`src/rtl/dor_pkg.sv`:
```
// Shared definitions for the dor OR-gate input path: default debounce depth and the level type.
package dor_pkg;

  localparam int unsigned DOR_DEBOUNCE_DEFAULT = 4;

  typedef logic dor_level_t;

endpackage

```
`src/rtl/dor_debounce_ch.sv`:
```
// One debounce channel: 2-flop synchroniser, stability counter, registered clean level.
// Latency DEBOUNCE_CYCLES+2 edges from first sample; no backpressure. Edge pulses under DOR_DEBOUNCE_EDGE_EN.
module dor_debounce_ch
  import dor_pkg::*;
#(
  parameter int unsigned DEBOUNCE_CYCLES = DOR_DEBOUNCE_DEFAULT,
  parameter int unsigned CNT_W           = $clog2(DEBOUNCE_CYCLES)
) (
  input  logic       clk,
  input  logic       rst_n,
  input  logic       raw,
  output dor_level_t clean
`ifdef DOR_DEBOUNCE_EDGE_EN
  ,
  output logic       rise,
  output logic       fall
`endif
);

  localparam logic [CNT_W-1:0] CNT_MAX = CNT_W'(DEBOUNCE_CYCLES - 1);

  dor_level_t       s1;
  dor_level_t       s2;
  logic [CNT_W-1:0] cnt;

  always_ff @(posedge clk or negedge rst_n) begin
    if (!rst_n) begin
      s1    <= 1'b0;
      s2    <= 1'b0;
      cnt   <= '0;
      clean <= 1'b0;
`ifdef DOR_DEBOUNCE_EDGE_EN
      rise  <= 1'b0;
      fall  <= 1'b0;
`endif
    end else begin
      s1 <= raw;
      s2 <= s1;
`ifdef DOR_DEBOUNCE_EDGE_EN
      rise <= 1'b0;
      fall <= 1'b0;
`endif
      // Always compare against the current clean level, so a bounce back clears the count.
      if (s2 == clean) begin
        cnt <= '0;
      end else if (cnt == CNT_MAX) begin
        clean <= s2;
        cnt   <= '0;
`ifdef DOR_DEBOUNCE_EDGE_EN
        rise  <= s2;
        fall  <= ~s2;
`endif
      end else begin
        cnt <= cnt + 1'b1;
      end
    end
  end

endmodule

```
`src/rtl/dor_debounce.sv`:
```
// Two independent debounced channels feeding dor.a / dor.b; optional edge pulses via DOR_DEBOUNCE_EDGE_EN.
// Latency DEBOUNCE_CYCLES+2 edges per channel; no backpressure (level inputs).
module dor_debounce
  import dor_pkg::*;
#(
  parameter int unsigned DEBOUNCE_CYCLES = DOR_DEBOUNCE_DEFAULT,
  parameter int unsigned CNT_W           = $clog2(DEBOUNCE_CYCLES)
) (
  input  logic clk,
  input  logic rst_n,
  input  logic a_raw,
  input  logic b_raw,
  output logic a_clean,
  output logic b_clean
`ifdef DOR_DEBOUNCE_EDGE_EN
  ,
  output logic a_rise,
  output logic a_fall,
  output logic b_rise,
  output logic b_fall
`endif
);

  dor_debounce_ch #(
    .DEBOUNCE_CYCLES (DEBOUNCE_CYCLES),
    .CNT_W           (CNT_W)
  ) u_a (
    .clk   (clk),
    .rst_n (rst_n),
    .raw   (a_raw),
    .clean (a_clean)
`ifdef DOR_DEBOUNCE_EDGE_EN
    ,
    .rise  (a_rise),
    .fall  (a_fall)
`endif
  );

  dor_debounce_ch #(
    .DEBOUNCE_CYCLES (DEBOUNCE_CYCLES),
    .CNT_W           (CNT_W)
  ) u_b (
    .clk   (clk),
    .rst_n (rst_n),
    .raw   (b_raw),
    .clean (b_clean)
`ifdef DOR_DEBOUNCE_EDGE_EN
    ,
    .rise  (b_rise),
    .fall  (b_fall)
`endif
  );

endmodule

```
`config.mk`:
```
export PLATFORM = sky130hd
export DESIGN_NAME = dor_debounce
export DESIGN_NICKNAME = d
export VERILOG_FILES = /design/src/rtl/dor_pkg.sv /design/src/rtl/dor_debounce_ch.sv /design/src/rtl/dor_debounce.sv
export SDC_FILE = /design/constraint.sdc
export NUM_CORES = 1
export LEC_CHECK = 0
export CORE_AREA = 2 2 39 41
export DETAILED_ROUTE_END_ITERATION = 10
export DIE_AREA = 0 0 41 43
export GPL_TIMING_DRIVEN = 0
export MAX_ROUTING_LAYER = met4
export SLEW_MARGIN = 10
export SYNTH_ARGS = -nofsm -noshare
export SYNTH_HDL_FRONTEND = slang
export SYNTH_SLANG_ARGS = --single-unit
export TNS_END_PERCENT = 50
```
`constraint.sdc`:
```
create_clock -name clk -period 2.15 [get_ports clk]
set_input_delay 0.43 -clock clk [delete_from_list [all_inputs] [get_ports clk]]
set_output_delay 0.43 -clock clk [all_outputs]
set_load 0.02 [all_outputs]
```
# ---- After elaboration in Yosys (flattened, before gate mapping)
# Cells that the tools add are included.
dict set report word_totals {
  latch_bits 0
  memories 0
  romBits 0
  ff_bits 10
  output_inout_bits 2
  wordCells 22
  ram_bits 0
  inputBits 4
}
dict set report classes {
  reduce_logical 2
  n_addsub 2
  n_mux 4
  n_div 0
  order_cmp 0
  shift 0
  mul 0
  bitwise 2
  eq_ne 4
}
# operator count
set ops {}
lappend ops {{2-to-1 mux 2 bit} 4}
lappend ops {{adder 2 x 1 -> 2 bit, second input constant} 2}
lappend ops {{== test 2 bit, second input constant} 2}
lappend ops {{AND reduction 2 bit} 2}
lappend ops {{== test 1 bit} 2}
lappend ops {{inverter 1 bit} 2}

# ---- Depth between registers and ports, before layout
# Gate-level depths: netlist of the first run.
dict set report depth {
  ltp_word 3
  mapped_depth 2
  mapped_depth_nobuf 2
}

# ---- Hierarchy
# From an unflattened synthesis of the first run, not the netlist that was laid out.
dict set report unflattened {
  hier_cells 20
  hier_area_um2 347.8
}
# mod seq_area_each_um2 cells_per_inst area_each_um2 n_inst
set by_module_without_submodules {}
lappend by_module_without_submodules {dor_debounce_ch 125.1 10 173.9 2}

# ---- Worst setup path after synthesis of the first run
# No wires, ideal clock.
dict set report synth_timing {
  kind {register to register}
  from {register u_a.cnt[0]}
  to {register u_a.clean}
  n_path_buf 0
  required_time_ns 2.025
  path_slack_ns 1.180
  stages_incl_launch_ff 3
  period_less_slack_ns 0.970
  t_arrival_ns 0.846
  setup_time_ns 0.125
  cell_sequence {dfrtp_1 > ha_1 > mux2_2}
}
dict set report synth_between {
  elab_chain_cells 2
}
# element line_no
set synth_lines {}
lappend synth_lines {{start, declared} dor_debounce_ch.sv:24} ;# logic [CNT_W-1:0] cnt;
lappend synth_lines {{start signal, assigned} dor_debounce_ch.sv:54} ;# cnt <= cnt + 1'b1;
lappend synth_lines {{== test 2 bit} dor_debounce_ch.sv:46} ;# end else if (cnt == CNT_MAX) begin
lappend synth_lines {{AND reduction 2 bit (no source line)} -}
lappend synth_lines {{end signal, assigned} dor_debounce_ch.sv:31} ;# clean <= 1'b0;
lappend synth_lines {{end signal, assigned} dor_debounce_ch.sv:47} ;# clean <= s2;
lappend synth_lines {{end, declared} dor_debounce_ch.sv:12} ;# output dor_level_t clean
# No other way between the ends.
# A chain may end at the register's enable or synchronous reset.

# ---- Final worst setup path of the first run
dict set report layout_timing {
  from {register u_a.clean}
  to {output a_clean}
}
# element line_no
set layout_rtl {}
lappend layout_rtl {{end, declared} dor_debounce.sv:13} ;# output logic a_clean,
# No word-level cell between the ends.

==> results of run 1 <==
Yosys cell counts (all sizes together):
cell	count
dfrtp	10
ha	2
mux2	2
nor2b	2
nor3	2
xnor2	2
worst paths after layout:
path	from	end	slack, ns	cells past startpoint
setup / recovery	u_a.clean	a_clean	0.47	1
hold / removal	u_a.s1	u_a.s2	0.36	0
setup reg to reg	u_a.cnt[0]	u_a.clean	1.12	2
hold reg to reg	u_a.s1	u_a.s2	0.36	0
max in group asynchronous	rst_n	u_a.clean	1.37	1
min in group asynchronous	rst_n	u_b.clean	0.48	1
metal layers:
metal	up-vias	GRT usage
met5	-	-
li1	83	-
met3	2	0.0471
met4	0	0.0800
met1	95	0.0772
met2	6	0.113
sequential cells by signal, summed over array words and instances, names as in the netlist:
register / cells
u_a.s2: 1
u_b.s1: 1
u_a.cnt: 2
u_a.s1: 1
u_b.cnt: 2
u_b.clean: 1
u_b.s2: 1
u_a.clean: 1
cells in the final DEF, fill, tap and decap left out:
master,Yosys,final
dfrtp_1,10,10
clkdlybuf4s50_1,0,5
clkbuf_4,0,3
xnor2_1,2,2
nor3_2,2,2
nor2b_1,2,2
mux2_2,2,2
ha_1,2,2
cell families after synthesis:
group / count (synthesis) / share of synthesized area
flops: 10 / 0.719
simple gates: 4 / 0.0935
xor+xnor: 2 / 0.0504
mux: 2 / 0.0647
fa+ha+maj: 2 / 0.0719
power breakdown:
part	internal (mW)	switching, mW	leakage (nW)
clock	0.0640	0.0522	0.0138
combinational	0.0981	0.0752	0.0613
sequential	0.242	0.0359	0.122
metrics by stage:
stage          worst slack (ns)  total power, mW  utilization
3_5_place_dp              0.742            0.460        0.302
6_report                  0.467            0.567        0.318
5_1_grt                   0.407            0.617        0.318
3_3_place_gp              0.747            0.444        0.302
4_1_cts                   0.450            0.583        0.318
2_1_floorplan              1.18            0.389            -
layout make-up:
| type | count | share of cell area |
|---|---|---|
| repair buffers | 5 | 0.114 |
| clock buffers | 3 | 0.0511 |
| well taps | 16 | 0.0455 |
| multi-input cells | 10 | 0.222 |
| flip-flops and latches | 10 | 0.568 |
==> reports/metrics.csv, run 1 <==
stage,metric,value,unit
run_status,outcome,"complete, no violations",
cts,clk_latency,0.25,ns
place,dp_hpwl,383,um
cts,htree_levels,1,
cts,cts_resized,0,
critical_path,path_max_fanout,3,
route,drc,0,
yosys,synth_top_area_share,0.719,
place,placed_cells,41,
route,top_layer,met4,
grt,antenna_found_initial,0,
critical_path,cpPeakStageDelay,0.62,ns
layout,multiInputGateArea,97.6,um2
cts,cts_buffer_depth,2,
sta,slew_headroom,0.712,
route,dr_total_vias,186,
sta,timing.final.crit_share,0.783,
yosys,synth_warnings,0,
yosys,synth.area.top_cells,"dfrtp_1, ha_1, mux2_2",
floorplanning,fp.dieArea,0.00176,mm2
grt,track_usage,0.0834,
sta,clock-skew-final,0.00366,ns
yosys,synth_nets,26,
critical_path,startpoint_type,register,
critical_path,critPathKind,register to primary output,
layout,postLayoutCellArea,440,um2
yosys,ys_seq_area_frac,0.719,
place,globalplace.congestion,0.598,
route,firstDrtPassIters,1,
cts,clk_pin_slew_worst_paths,0.06,ns
power_and_ir_drop,power.density,1290,mW/mm2
critical_path,critPathBufInv,1,
critical_path,crit_family,buffers and inverters,
route,vias_per_cell,4.23,
floorplanning,rows,14,
yosys,mappedNetlistArea,348,um2
critical_path,cp.arrival,1.25,ns
floorplanning,core_area,0.00138,mm2
yosys,syn_inst,20,
sta,setup_violations,0,
cts,tritoncts,yes,
critical_path,endpoint_kind,primary output,
layout,seqCellArea,250,um2
cts,cts_sinks,10,
grt,grt_max_degree,11,
cts,cts-hold-fix-buffers,0,
critical_path,cp_data_required_time,1.72,ns
cts,cts_buffers,3,
power_and_ir_drop,ir_drop,0.362,mV
yosys,synth_area_per_cell,17.4,um2
grt,grt_pass1_vias,216,
route,ant_nets,0,
route,wl_met1,201,um
route,wl_met2,240,um
route,totalWireLength,475,um
place,placed_cell_area,418,um2
yosys,synth_seq_cells,10,
worst_hold_path,hold_class,register to register,
layout,num-nets-final,36,
yosys,yosysTopAreaCell,dfrtp_1,
layout,fillCellCount,136,
grt,grt_overflow,0,
floorplanning,start_util,0.251,
sta,setup_tns,0,ns
cts,cts_setup_buffers,0,
floorplanning,io_pins,6,
floorplanning,die_y,43,um
sta,hold_viol,0,
place,portBuffers,5,
critical_path,path_cells,clkdlybuf4s50_1,
grt,grt_pass1_wl,848,um
sta,rsz0062_at_grt,false,
sta,clock.fmax,594,MHz
route,met3_length,25,um
sta,drv_slew,0,
sta,fin_crit,1.68,ns
power_and_ir_drop,p_leak,0.197,nW
run,drv_cap,0,
sta,holdWs,0.359,ns
floorplanning,fp.dieW,41,um
layout,fin_cells,44,
route,wl_per_cell,10.8,um
cts,cts-root-buf,clkbuf_4,
yosys,synth_cell_types,6,
layout,drive_gt1_frac,0.250,
layout,diodes,0,
layout,synthToLayoutAreaGrowth,26.6,%
critical_path,cpMaxStageDelayCell,clkdlybuf4s50_1,
route,drt_iter0_drc,0,
sta,worst_slew_pin_slew,0.430,ns
No activity file was read; power rests on OpenSTA's default activity.
==> run 2, diff against run 1 <==
- clock period: 2.15 -> 1.48 ns (I/O delays scaled with it)
==> reports/metrics.csv, run 2 (synthesized netlist as in run 1, its figures left out) <==
stage,metric,value,unit,change
run_status,outcome,"complete, no violations",,
route,drt_iter0_drc,0,,unchanged
route,vias_per_cell,4.25,,+0.54%
worst_hold_path,hold_class,primary input to async pin,,
layout,num-nets-final,36,,unchanged
critical_path,path_max_fanout,3,,unchanged
sta,clock-skew-final,0.00370,ns,+0.0000349 ns
floorplanning,start_util,0.251,,unchanged
critical_path,cpPeakStageDelay,0.40,ns,-0.22 ns
cts,clk_latency,0.25,ns,about the same
sta,fin_crit,1.28,ns,
cts,cts_sinks,10,,unchanged
place,portBuffers,5,,unchanged
floorplanning,fp.dieArea,0.00176,mm2,unchanged
critical_path,r2r-start,u_a.cnt[0],,
critical_path,critPathKind,register to primary output,,
critical_path,worst-r2r-cell-count,2,,unchanged
critical_path,cp.arrival,0.98,ns,-0.27 ns
sta,setup_tns,0,ns,unchanged
route,totalWireLength,477,um,+0.42%
cts,htree_levels,1,,unchanged
route,firstDrtPassIters,1,,unchanged
grt,grt_pass1_wl,848,um,unchanged
cts,cts_buffer_depth,2,,unchanged
power_and_ir_drop,clkPwrFrac,0.210,,+0.005
floorplanning,rows,14,,unchanged
power_and_ir_drop,power.switching,236,uW,+45%
critical_path,endpoint_kind,primary output,,
critical_path,cpMaxStageDelayCell,dfrtp_1,,
grt,grt_pass1_vias,216,,unchanged
layout,synthToLayoutAreaGrowth,25.9,%,
sta,worst_slew_pin_slew,0.430,ns,-0.000487 ns
grt,antenna_found_initial,0,,unchanged
cts,cts_buffers,3,,unchanged
sta,clock.fmax,783,MHz,
place,dp_hpwl,383,um,unchanged
critical_path,reg2reg_to,u_a.clean,,
place,placed_cell_area,418,um2,unchanged
grt,grt_overflow,0,,unchanged
sta,slew_headroom,0.713,,about the same
floorplanning,core_area,0.00138,mm2,unchanged
cts,cts-hold-fix-buffers,0,,unchanged
power_and_ir_drop,netSwitchingFraction,0.294,,+0.00617
grt,grt_max_degree,11,,unchanged
layout,diodes,0,,unchanged
layout,postLayoutCellArea,438,um2,-0.57%
power_and_ir_drop,p_comb_frac,0.289,,-0.016
run,drv_cap,0,,unchanged
sta,timing.final.crit_share,0.863,,
layout,layout_commonest_cell,dfrtp_1,,
sta,setup_violations,0,,unchanged
cts,tritoncts,yes,,
route,ant_nets,0,,unchanged
sta,drv_slew,0,,unchanged
floorplanning,io_pins,6,,unchanged
floorplanning,fp.dieW,41,um,unchanged
cts,cts_resized,2,,+2
layout,top_regs,"u_a.cnt (2), u_b.cnt (2)",,
route,drc,0,,unchanged
sta,rsz0062_at_grt,false,,
cts,cts_setup_buffers,0,,unchanged
critical_path,startpoint_type,register,,
critical_path,crit_family,flip-flops,,
cts,clk_pin_slew_worst_paths,0.06,ns,about the same
power_and_ir_drop,ir_drop,0.510,mV,+41%
power_and_ir_drop,p_int,568,uW,+40%
grt,track_usage,0.0834,,unchanged
critical_path,cp_data_required_time,1.18,ns,-0.54 ns
sta,hold_viol,0,,unchanged
route,wl_per_cell,10.8,um,+0.42%
layout,most-common-layout-cells,"dfrtp_1, clkbuf_4, clkdlybuf4s50_1",,
critical_path,rrSetupSlack,0.45,ns,-0.67 ns
layout,drive_gt1_frac,0.250,,unchanged
floorplanning,die_y,43,um,unchanged
power_and_ir_drop,seq_power_share,0.501,,+0.011
power_and_ir_drop,p_leak,0.201,nW,+1.9%
power_and_ir_drop,power.density,1840,mW/mm2,+42%
critical_path,critPathBufInv,1,,unchanged
critical_path,path_cells,dlygate4sd2_1,,
route,dr_total_vias,187,,+0.54%
place,globalplace.congestion,0.598,,unchanged
cts,cts-root-buf,clkbuf_4,,
run 2: stage by stage:
stage / power (mW) / setup WS, ns / hold slack [ns] / util / cells
3_3_place_gp: 0.645 / 0.211 / 0.338 / 0.302 / 41
3_5_place_dp: 0.668 / 0.206 / 0.348 / 0.302 / 41
6_report: 0.804 / 0.203 / 0.348 / 0.316 / 44
5_1_grt: 0.875 / 0.148 / 0.368 / 0.316 / 44
4_1_cts: 0.826 / 0.187 / 0.351 / 0.316 / 44
2_1_floorplan: 0.565 / 0.510 / 0.000409 / - / 20
run 2: routing by layer:
layer,global-route usage,up-vias,share of wire
met5,-,-,0
met4,0.0800,0,0.017
met3,0.0471,2,0.055
met2,0.113,6,0.50
met1,0.0772,95,0.42
li1,-,84,-
run 2: power by group through the flow:
| stage | Clock [mW] | Combinational (mW) | Sequential, mW |
|---|---|---|---|
| global route | 0.200 | 0.261 | 0.414 |
| global placement | 0 | 0.243 | 0.402 |
| CTS | 0.182 | 0.240 | 0.404 |
| floorplan | 0 | 0.131 | 0.434 |
| detailed placement | 0 | 0.258 | 0.410 |
| finish | 0.169 | 0.232 | 0.403 |
run 2: cell type report:
class / count / area (um2)
well taps: 16 / 20.0
fillers: 138 / 946
flip-flops and latches: 10 / 250
multi-input cells: 10 / 97.6
clock buffers: 3 / 22.5
repair buffers: 5 / 47.5
run 2: worst max path at each step:
stage	startpoint	endpoint	slack (ns)	cells after the start
global placement	u_a.clean	a_clean	0.21	1
CTS	u_a.clean	a_clean	0.19	1
global route	u_a.clean	a_clean	0.15	1
finish	u_a.clean	a_clean	0.20	1
detailed placement	u_a.clean	a_clean	0.21	1
floorplan	u_a.cnt[0]	u_a.clean	0.51	2
